`config.mk`:
```
export PLATFORM = sky130hd
export DESIGN_NAME = hub75_blank_scheduler
export DESIGN_NICKNAME = d
export VERILOG_FILES = /design/src/rtl/hub75_blank_scheduler.sv
export SDC_FILE = /design/constraint.sdc
export NUM_CORES = 1
export LEC_CHECK = 0
export CAP_MARGIN = 10
export CORE_MARGIN = 1
export CORE_UTILIZATION = 40
export CTS_BUF_LIST = sky130_fd_sc_hd__clkbuf_2 sky130_fd_sc_hd__clkbuf_4 sky130_fd_sc_hd__clkbuf_8
export CTS_CLUSTER_DIAMETER = 100
export DETAILED_ROUTE_END_ITERATION = 6
export PLACE_DENSITY_LB_ADDON = 0.25
export SLEW_MARGIN = 20
export SYNTH_ARGS = -nofsm -noshare
export SYNTH_HDL_FRONTEND = slang
export SYNTH_SLANG_ARGS = --single-unit
```
`constraint.sdc`:
```
create_clock -name sys_clk -period 8.45 [get_ports sys_clk]
set_input_delay 1.69 -clock sys_clk [delete_from_list [all_inputs] [get_ports sys_clk]]
set_output_delay 1.69 -clock sys_clk [all_outputs]
set_load 0.1 [all_outputs]
```
`src/rtl/hub75_blank_scheduler.sv`:
```
// HUB75 bit-plane on-time controller: guard blanking, then a BCM window of
// BASE_CYCLES << bit whose LED-on part is scaled by a frame-synchronous brightness.
module hub75_blank_scheduler #(
    parameter int unsigned BASE_CYCLES     = 32,
    parameter int unsigned GUARD_CYCLES    = 4,
    parameter int unsigned BIT_W           = 3,
    parameter int unsigned INIT_BRIGHTNESS = 255
) (
    input  logic             sys_clk,
    input  logic             rst,
    input  logic             start,
    input  logic [BIT_W-1:0] bit_in,
    input  logic             frame_start,
    input  logic [7:0]       brightness_in,
    input  logic             brightness_we,
    output logic             blank,
    output logic             busy,
    output logic             done,
    output logic [7:0]       active_brightness,
    output logic             overrun
);

    localparam int unsigned W_MAX   = BASE_CYCLES << ((1 << BIT_W) - 1);
    localparam int unsigned CNT_MAX = (W_MAX > GUARD_CYCLES) ? W_MAX : GUARD_CYCLES;
    localparam int unsigned CNT_W   = $clog2(CNT_MAX + 1);

    typedef enum logic [2:0] {
        ST_IDLE,
        ST_GUARD,
        ST_ON,
        ST_OFF,
        ST_END
    } state_t;

    state_t           state;
    logic [CNT_W-1:0] cnt;
    logic [CNT_W-1:0] on_t_q;
    logic [CNT_W-1:0] off_t_q;
    logic [7:0]       pending;
    logic             deferred;

    logic [CNT_W-1:0] w_new;
    logic [CNT_W-1:0] on_t_new;
    logic [CNT_W+7:0] prod;
    logic [7:0]       eff_pending;
    logic             enter_end;

    always_comb begin
        w_new       = CNT_W'(BASE_CYCLES) << bit_in;
        prod        = (CNT_W + 8)'(w_new) * (CNT_W + 8)'(active_brightness);
        on_t_new    = (active_brightness == 8'hFF) ? w_new : CNT_W'(prod >> 8);
        eff_pending = brightness_we ? brightness_in : pending;
        // Last busy cycle of the window: the next edge lands in ST_END.
        enter_end   = (cnt == '0) &&
                      (((state == ST_ON) && (off_t_q == '0)) || (state == ST_OFF));
    end

    always_ff @(posedge sys_clk) begin
        if (rst) begin
            state             <= ST_IDLE;
            cnt               <= '0;
            on_t_q            <= '0;
            off_t_q           <= '0;
            blank             <= 1'b1;
            busy              <= 1'b0;
            done              <= 1'b0;
            overrun           <= 1'b0;
            active_brightness <= 8'(INIT_BRIGHTNESS);
            pending           <= 8'(INIT_BRIGHTNESS);
            deferred          <= 1'b0;
        end else begin
            pending <= eff_pending;
            done    <= 1'b0;

            if (start && busy)
                overrun <= 1'b1;

            // Brightness only changes while no window is being displayed.
            if (frame_start && !busy) begin
                active_brightness <= eff_pending;
            end else if (enter_end && (frame_start || deferred)) begin
                active_brightness <= eff_pending;
                deferred          <= 1'b0;
            end else if (frame_start) begin
                deferred <= 1'b1;
            end

            case (state)
                ST_IDLE, ST_END: begin
                    if (start) begin
                        on_t_q  <= on_t_new;
                        off_t_q <= w_new - on_t_new;
                        busy    <= 1'b1;
                        if (GUARD_CYCLES != 0) begin
                            state <= ST_GUARD;
                            cnt   <= CNT_W'(GUARD_CYCLES - 1);
                            blank <= 1'b1;
                        end else if (on_t_new != '0) begin
                            state <= ST_ON;
                            cnt   <= on_t_new - 1'b1;
                            blank <= 1'b0;
                        end else begin
                            state <= ST_OFF;
                            cnt   <= w_new - 1'b1;
                            blank <= 1'b1;
                        end
                    end else begin
                        state <= ST_IDLE;
                        busy  <= 1'b0;
                        blank <= 1'b1;
                    end
                end
                ST_GUARD: begin
                    if (cnt == '0) begin
                        if (on_t_q != '0) begin
                            state <= ST_ON;
                            cnt   <= on_t_q - 1'b1;
                            blank <= 1'b0;
                        end else begin
                            state <= ST_OFF;
                            cnt   <= off_t_q - 1'b1;
                        end
                    end else begin
                        cnt <= cnt - 1'b1;
                    end
                end
                ST_ON: begin
                    if (cnt == '0) begin
                        blank <= 1'b1;
                        if (off_t_q == '0) begin
                            state <= ST_END;
                            busy  <= 1'b0;
                            done  <= 1'b1;
                        end else begin
                            state <= ST_OFF;
                            cnt   <= off_t_q - 1'b1;
                        end
                    end else begin
                        cnt <= cnt - 1'b1;
                    end
                end
                ST_OFF: begin
                    if (cnt == '0) begin
                        state <= ST_END;
                        busy  <= 1'b0;
                        done  <= 1'b1;
                    end else begin
                        cnt <= cnt - 1'b1;
                    end
                end
                default: begin
                    state <= ST_IDLE;
                    busy  <= 1'b0;
                    blank <= 1'b1;
                end
            endcase
        end
    end

endmodule

```
Yosys cells after proc, flatten, opt, wreduce, memory -nomap -nowiden:

Cells that the tools add are included.

* register bits: 63
* input port bits: 16
* output and inout bits: 12
* word-level logic and storage cells: 88

* add/sub/neg operators: 4
* $mul: 1
* equality and inequality tests: 13
* shifts and indexed selects: 1
* muxes and demuxes: 33
* bitwise logic cells: 3
* reductions and logical operators: 22

Operators by type and width (number)
* 13-bit 2-to-1 mux: 7
* 13-bit one-hot mux with 4 select lines: 1
* 13-bit by 1-bit subtractor with 13-bit output, second input constant: 3
* 13-bit zero test: 2
* 8-bit 2-to-1 mux: 3
* 13-bit by 8-bit multiplier with 21-bit output: 1
* 1-bit 2-to-1 mux: 14
* 13-bit nonzero test: 1
* 6-bit by 3-bit left shift with 13-bit output, first input constant: 1
* 13-bit subtractor: 1
* 3-bit 2-to-1 mux: 4
* 3-bit one-hot mux with 4 select lines: 1
* 4-bit AND reduction: 3
* 8-bit == test, second input constant: 1
* 2-bit inequality test, second input constant: 4
* 3-bit by 2-bit == test with 1-bit output, second input constant: 2
* 2-bit by 1-bit inequality test with 1-bit output, second input constant: 3
* 1-bit logical AND: 5
* 1-bit one-hot mux with 4 select lines: 1
* 2-bit AND reduction: 2
* 2-bit nonzero test: 2
* 4-bit nonzero test: 1
* 3-bit by 1-bit == test with 1-bit output, second input constant: 1
* 3-bit == test, second input constant: 1
* 9 further kinds: 12

Logic depth before layout (Yosys ltp):

Gate-level depths: netlist of the first run.

* word-level depth: 7
* mapped depth: 30
* gate-level depth less buffers: 28

Worst setup path after synthesis of the first run:

OpenSTA, ideal clock, no wires.

* kind: input-to-reg
* start: in bit_in[2]
* end: reg off_t_q[10]
* library setup time: 0.132 ns
* arrival time: 7.910 ns
* data required time: 8.318 ns
* path slack: 0.408 ns
* cell stages on the path: 29
* buffers on the path: 2
* cells stage by stage: clkbuf_1 -> nor2b_1 -> and2_1 -> clkbuf_1 -> nand2_1 -> fa_1 -> fa_1 -> inv_1 -> fa_1 -> inv_1 -> fa_1 -> inv_1 -> ha_1 -> o21ai_0 -> nor2_1 -> o21a_1 -> nor2_1 -> xor2_1 -> nor2_1 -> a21oi_1 -> ha_1 -> or2_2 -> a21oi_1 -> o32ai_4 -> a221oi_1 -> a211oi_1 -> or3_2 -> nand3_1 -> a21oi_1

* longest elaborated chain between the ends: 4

RTL lines
* from (decl): RTL line 12 `input logic [BIT_W-1:0] bit_in,`
* 6-bit by 3-bit left shift with 13-bit output *: RTL line 49 `w_new = CNT_W'(BASE_CYCLES) << bit_in;`
* 13-bit by 8-bit multiplier with 21-bit output: RTL line 50 `prod = (CNT_W + 8)'(w_new) * (CNT_W + 8)'(active_brightness);`
* 13-bit 2-to-1 mux: RTL line 51 `on_t_new = (active_brightness == 8'hFF) ? w_new : CNT_W'(prod >> 8);`
* 13-bit subtractor *: RTL line 92 `off_t_q <= w_new - on_t_new;`
* to (signal assigned): RTL line 92
* to (decl): RTL line 38 `logic [CNT_W-1:0] off_t_q;`

Mark *: on every way between the ends. The rest lies on a longest branch, timed or not.
A chain may end at the register's enable or synchronous reset.

Worst setup path in the final report of the first run:

* start: in bit_in[0]
* end: reg off_t_q[10]

Same word-level chain as after synthesis.

==> results of run 1 <==
==> layout make-up <==
type,instances,area share
clock buffers,13,0.0234
multi-input cells,617,0.658
repair buffers,47,0.0615
clock inverters,3,0.00989
well taps,184,0.0337
flip-flops and latches,62,0.182
inverters,57,0.0313
==> stage by stage <==
step	area [um2]	hold WS [ns]	utilization
4_1_cts	6810	0.474	0.463
5_1_grt	6830	0.518	0.465
3_3_place_gp	6590	0.452	0.448
6_report	6830	0.468	0.465
2_1_floorplan	6100	0.450	-
3_5_place_dp	6590	0.458	0.448
==> registers in the layout, indices dropped and copies added (netlist names) <==
name / flops
active_brightness: 8
blank: 1
busy: 1
cnt: 13
deferred: 1
done: 1
off_t_q: 12
on_t_q: 13
overrun: 1
pending: 8
state: 3
==> critical path: cells and delay by family <==
kind            cells  cell delay (ns)
compound gates      8             1.43
fa+ha+maj           6             2.52
buf+inv             4             0.77
simple gates        9             1.63
xor+xnor            1             0.16
==> cell usage after synthesis, types with 11 or more instances <==
master	instances
inv_1	57
and2_1	50
xnor2_1	23
ha_1	42
dfxtp_1	62
nand3_1	11
nor2_1	75
fa_1	36
clkbuf_1	28
nor3_1	26
or2_2	15
mux2i_1	11
xor2_1	14
a21oi_1	42
nand2b_1	13
o21ai_0	27
nand2_1	79
==> metal layers <==
metal / global-route usage / routed length, um
met5: 0 / 0
met4: 0.0516 / 259
met3: 0.0372 / 619
met2: 0.354 / 7480
met1: 0.250 / 6880
==> power groups by stage <==
| stage | sequential (uW) | clock (uW) | combinational, uW |
|---|---|---|---|
| 2_1_floorplan | 493 | 0 | 1110 |
| 3_3_place_gp | 480 | 0 | 1410 |
| 3_5_place_dp | 482 | 0 | 1430 |
| 4_1_cts | 476 | 309 | 1440 |
| 5_1_grt | 493 | 327 | 1620 |
| 6_report | 478 | 304 | 1460 |
==> worst max-delay path by stage <==
stage	end	start	cells after the start
after floorplan	off_t_q[10]	bit_in[2]	29
after global placement	off_t_q[10]	bit_in[0]	27
after detailed placement	off_t_q[10]	bit_in[1]	28
after CTS	off_t_q[10]	bit_in[1]	28
after global routing	off_t_q[10]	bit_in[0]	28
final	off_t_q[10]	bit_in[0]	28
==> cells by family after synthesis <==
family          count (synthesis)
simple gates                  332
fa+ha+maj                      78
mux                            19
flops                          62
compound gates                150
xor+xnor                       37
other cells                     1
buf+inv                        95
==> results.json, run 1 <==
{
  "finalNonFillerCells": 983,
  "first_iter_violations": 426,
  "wl_mm": 15.2,
  "pre_cts_ws_ns": -0.0849,
  "hold_class": "reg -> reg",
  "power_density_mw_per_mm2": 328,
  "place_inst": 967,
  "die_h_um": 126,
  "ant_nets": 0,
  "cp_common_cell": "fa_1",
  "outcome": "complete, no violations",
  "startpoint_type": "primary input",
  "post-synth-top-area-cell": "dfxtp_1",
  "synth-simple-area-share": 0.277,
  "clock.fmax_mhz": 124,
  "crit_path_max_fanout": 8,
  "maxCapViolations": 0,
  "r2r-end": "off_t_q[10]",
  "ys_ff_latch": 62,
  "clkTransAtPathRegs_ns": 0.07,
  "multi_input_area_mm2": 0.00450,
  "p_seq_frac": 0.213,
  "rows": 44,
  "intPower_uw": 1140,
  "synth_compound_area_frac": 0.167,
  "pwr-share-comb": 0.651,
  "synth_seq_area_share": 0.203,
  "hold_path_end": "overrun",
  "final-max-slew-violation-count": 0,
  "h-tree-depth": 3,
  "synthMuxAreaShare": 0.0328,
  "post-cts-setup-buffers": 0,
  "place_congestion": 0.892,
  "p_sw_uw": 1100,
  "dpl.hpwl_mm": 11.8,
  "crit_path_top_delay_cell": "fa_1",
  "fin_crit_ns": 8.05,
  "slew_headroom": 0.283,
  "core_mm2": 0.0147,
  "r2r-start": "active_brightness[3]",
  "cts_made_buffers": 9,
  "cts_resized": 0,
  "antenna_cells": 0,
  "synth.cell_area_mm2": 0.00610,
  "clock_tree.root_cell": "clkbuf_8",
  "final-setup-viol-count": 0,
  "syn_nets": 868,
  "hold_start": "overrun",
  "leakagePower_uw": 0.00300,
  "reg2reg_depth": 26,
  "tns_ns": 0,
  "postCtsHoldBufs": 0,
  "ys_warn_count": 0,
  "antenna_found_initial": 0,
  "synth_cell_type_count": 73,
  "start_util": 0.415,
  "drive_above_1_share": 0.0964,
  "regArea_mm2": 0.00124,
  "synth_fa_ha_area_frac": 0.204,
  "firstDrtPassIters": 5,
  "cts_tree": "done",
  "worst_pin_slew_ns": 1.08,
  "synth_top_family_by_area": "simple AND/OR/NAND/NOR gates",
  "worstSetupPathType": "in -> reg",
  "final_common_cell": "nand2_1",
  "arrival_ns": 8.23,
  "drc_errors": 0,
  "swShare": 0.493,
  "rsz0062_at_grt": "false",
  "rrSetupSlack_ns": 2.03,
  "num-fill-cells": 1411,
  "finalPower_uw": 2240,
  "hold_viol_final": 0,
  "cp.required_ns": 8.63,
  "grt_max_degree": 64,
  "syn-mean-instance-area_um2": 7.89,
  "finalWorstSetupSlack_ns": 0.402,
  "async_flop_share": 0,
  "finClkSkew_ns": 0.0104,
  "grt_pass1_wl_mm": 25.8,
  "power_frac_clock": 0.136,
  "die_area_mm2": 0.0158,
  "min_path_cells": 2,
  "syn_to_final_growth_pct": 12.0,
  "synth_flop_cell": "dfxtp_1",
  "portBuffers": 27,
  "grt_remaining_overflow": 0,
  "cpPeakStageDelay_ns": 0.54,
  "cts_sinks": 62,
  "end_kind": "flip-flop",
  "finalCritPeriodShare": 0.952,
  "vias": 5456,
  "clock_latency_ns": 0.34,
  "peakVddDrop_mv": 0.117,
  "wire_per_inst_um": 15.5,
  "fin_nets": 888,
  "synthCells": 774,
  "ys_top_cells_by_area": "dfxtp_1 20%, fa_1 12%, ha_1 8.6%, and2_1 5.1%, nand2_1 4.9%",
  "yosysTopAreaCellShare": 0.203,
  "fp.dieW_um": 126,
  "drt-vias-per-instance": 5.55,
  "ios": 28,
  "final_cell_mix": "79 x nand2_1, 74 x nor2_1, 62 x dfxtp_1, 57 x inv_1, 50 x and2_1",
  "grt_pass1_vias": 5403,
  "gr-usage-all-layers": 0.201,
  "synth_edf_count": 0,
  "cts_buffer_depth": 2,
  "synth_xor_xnor_area_share": 0.0531
}
Note: power is estimated with default switching activity, not from simulation.
==> run 2, diff against run 1 <==
--- a/config.mk
+++ b/config.mk
@@ -5,14 +5,14 @@
 export SDC_FILE = /design/constraint.sdc
 export NUM_CORES = 1
 export LEC_CHECK = 0
-export CAP_MARGIN = 10
+export CAP_MARGIN = 20
 export CORE_MARGIN = 1
 export CORE_UTILIZATION = 40
 export CTS_BUF_LIST = sky130_fd_sc_hd__clkbuf_2 sky130_fd_sc_hd__clkbuf_4 sky130_fd_sc_hd__clkbuf_8
 export CTS_CLUSTER_DIAMETER = 100
 export DETAILED_ROUTE_END_ITERATION = 6
 export PLACE_DENSITY_LB_ADDON = 0.25
-export SLEW_MARGIN = 20
+export SLEW_MARGIN = 0
 export SYNTH_ARGS = -nofsm -noshare
 export SYNTH_HDL_FRONTEND = slang
 export SYNTH_SLANG_ARGS = --single-unit
==> results of run 2 <==
Final layout, timing and power as in run 1 (identical DEF).
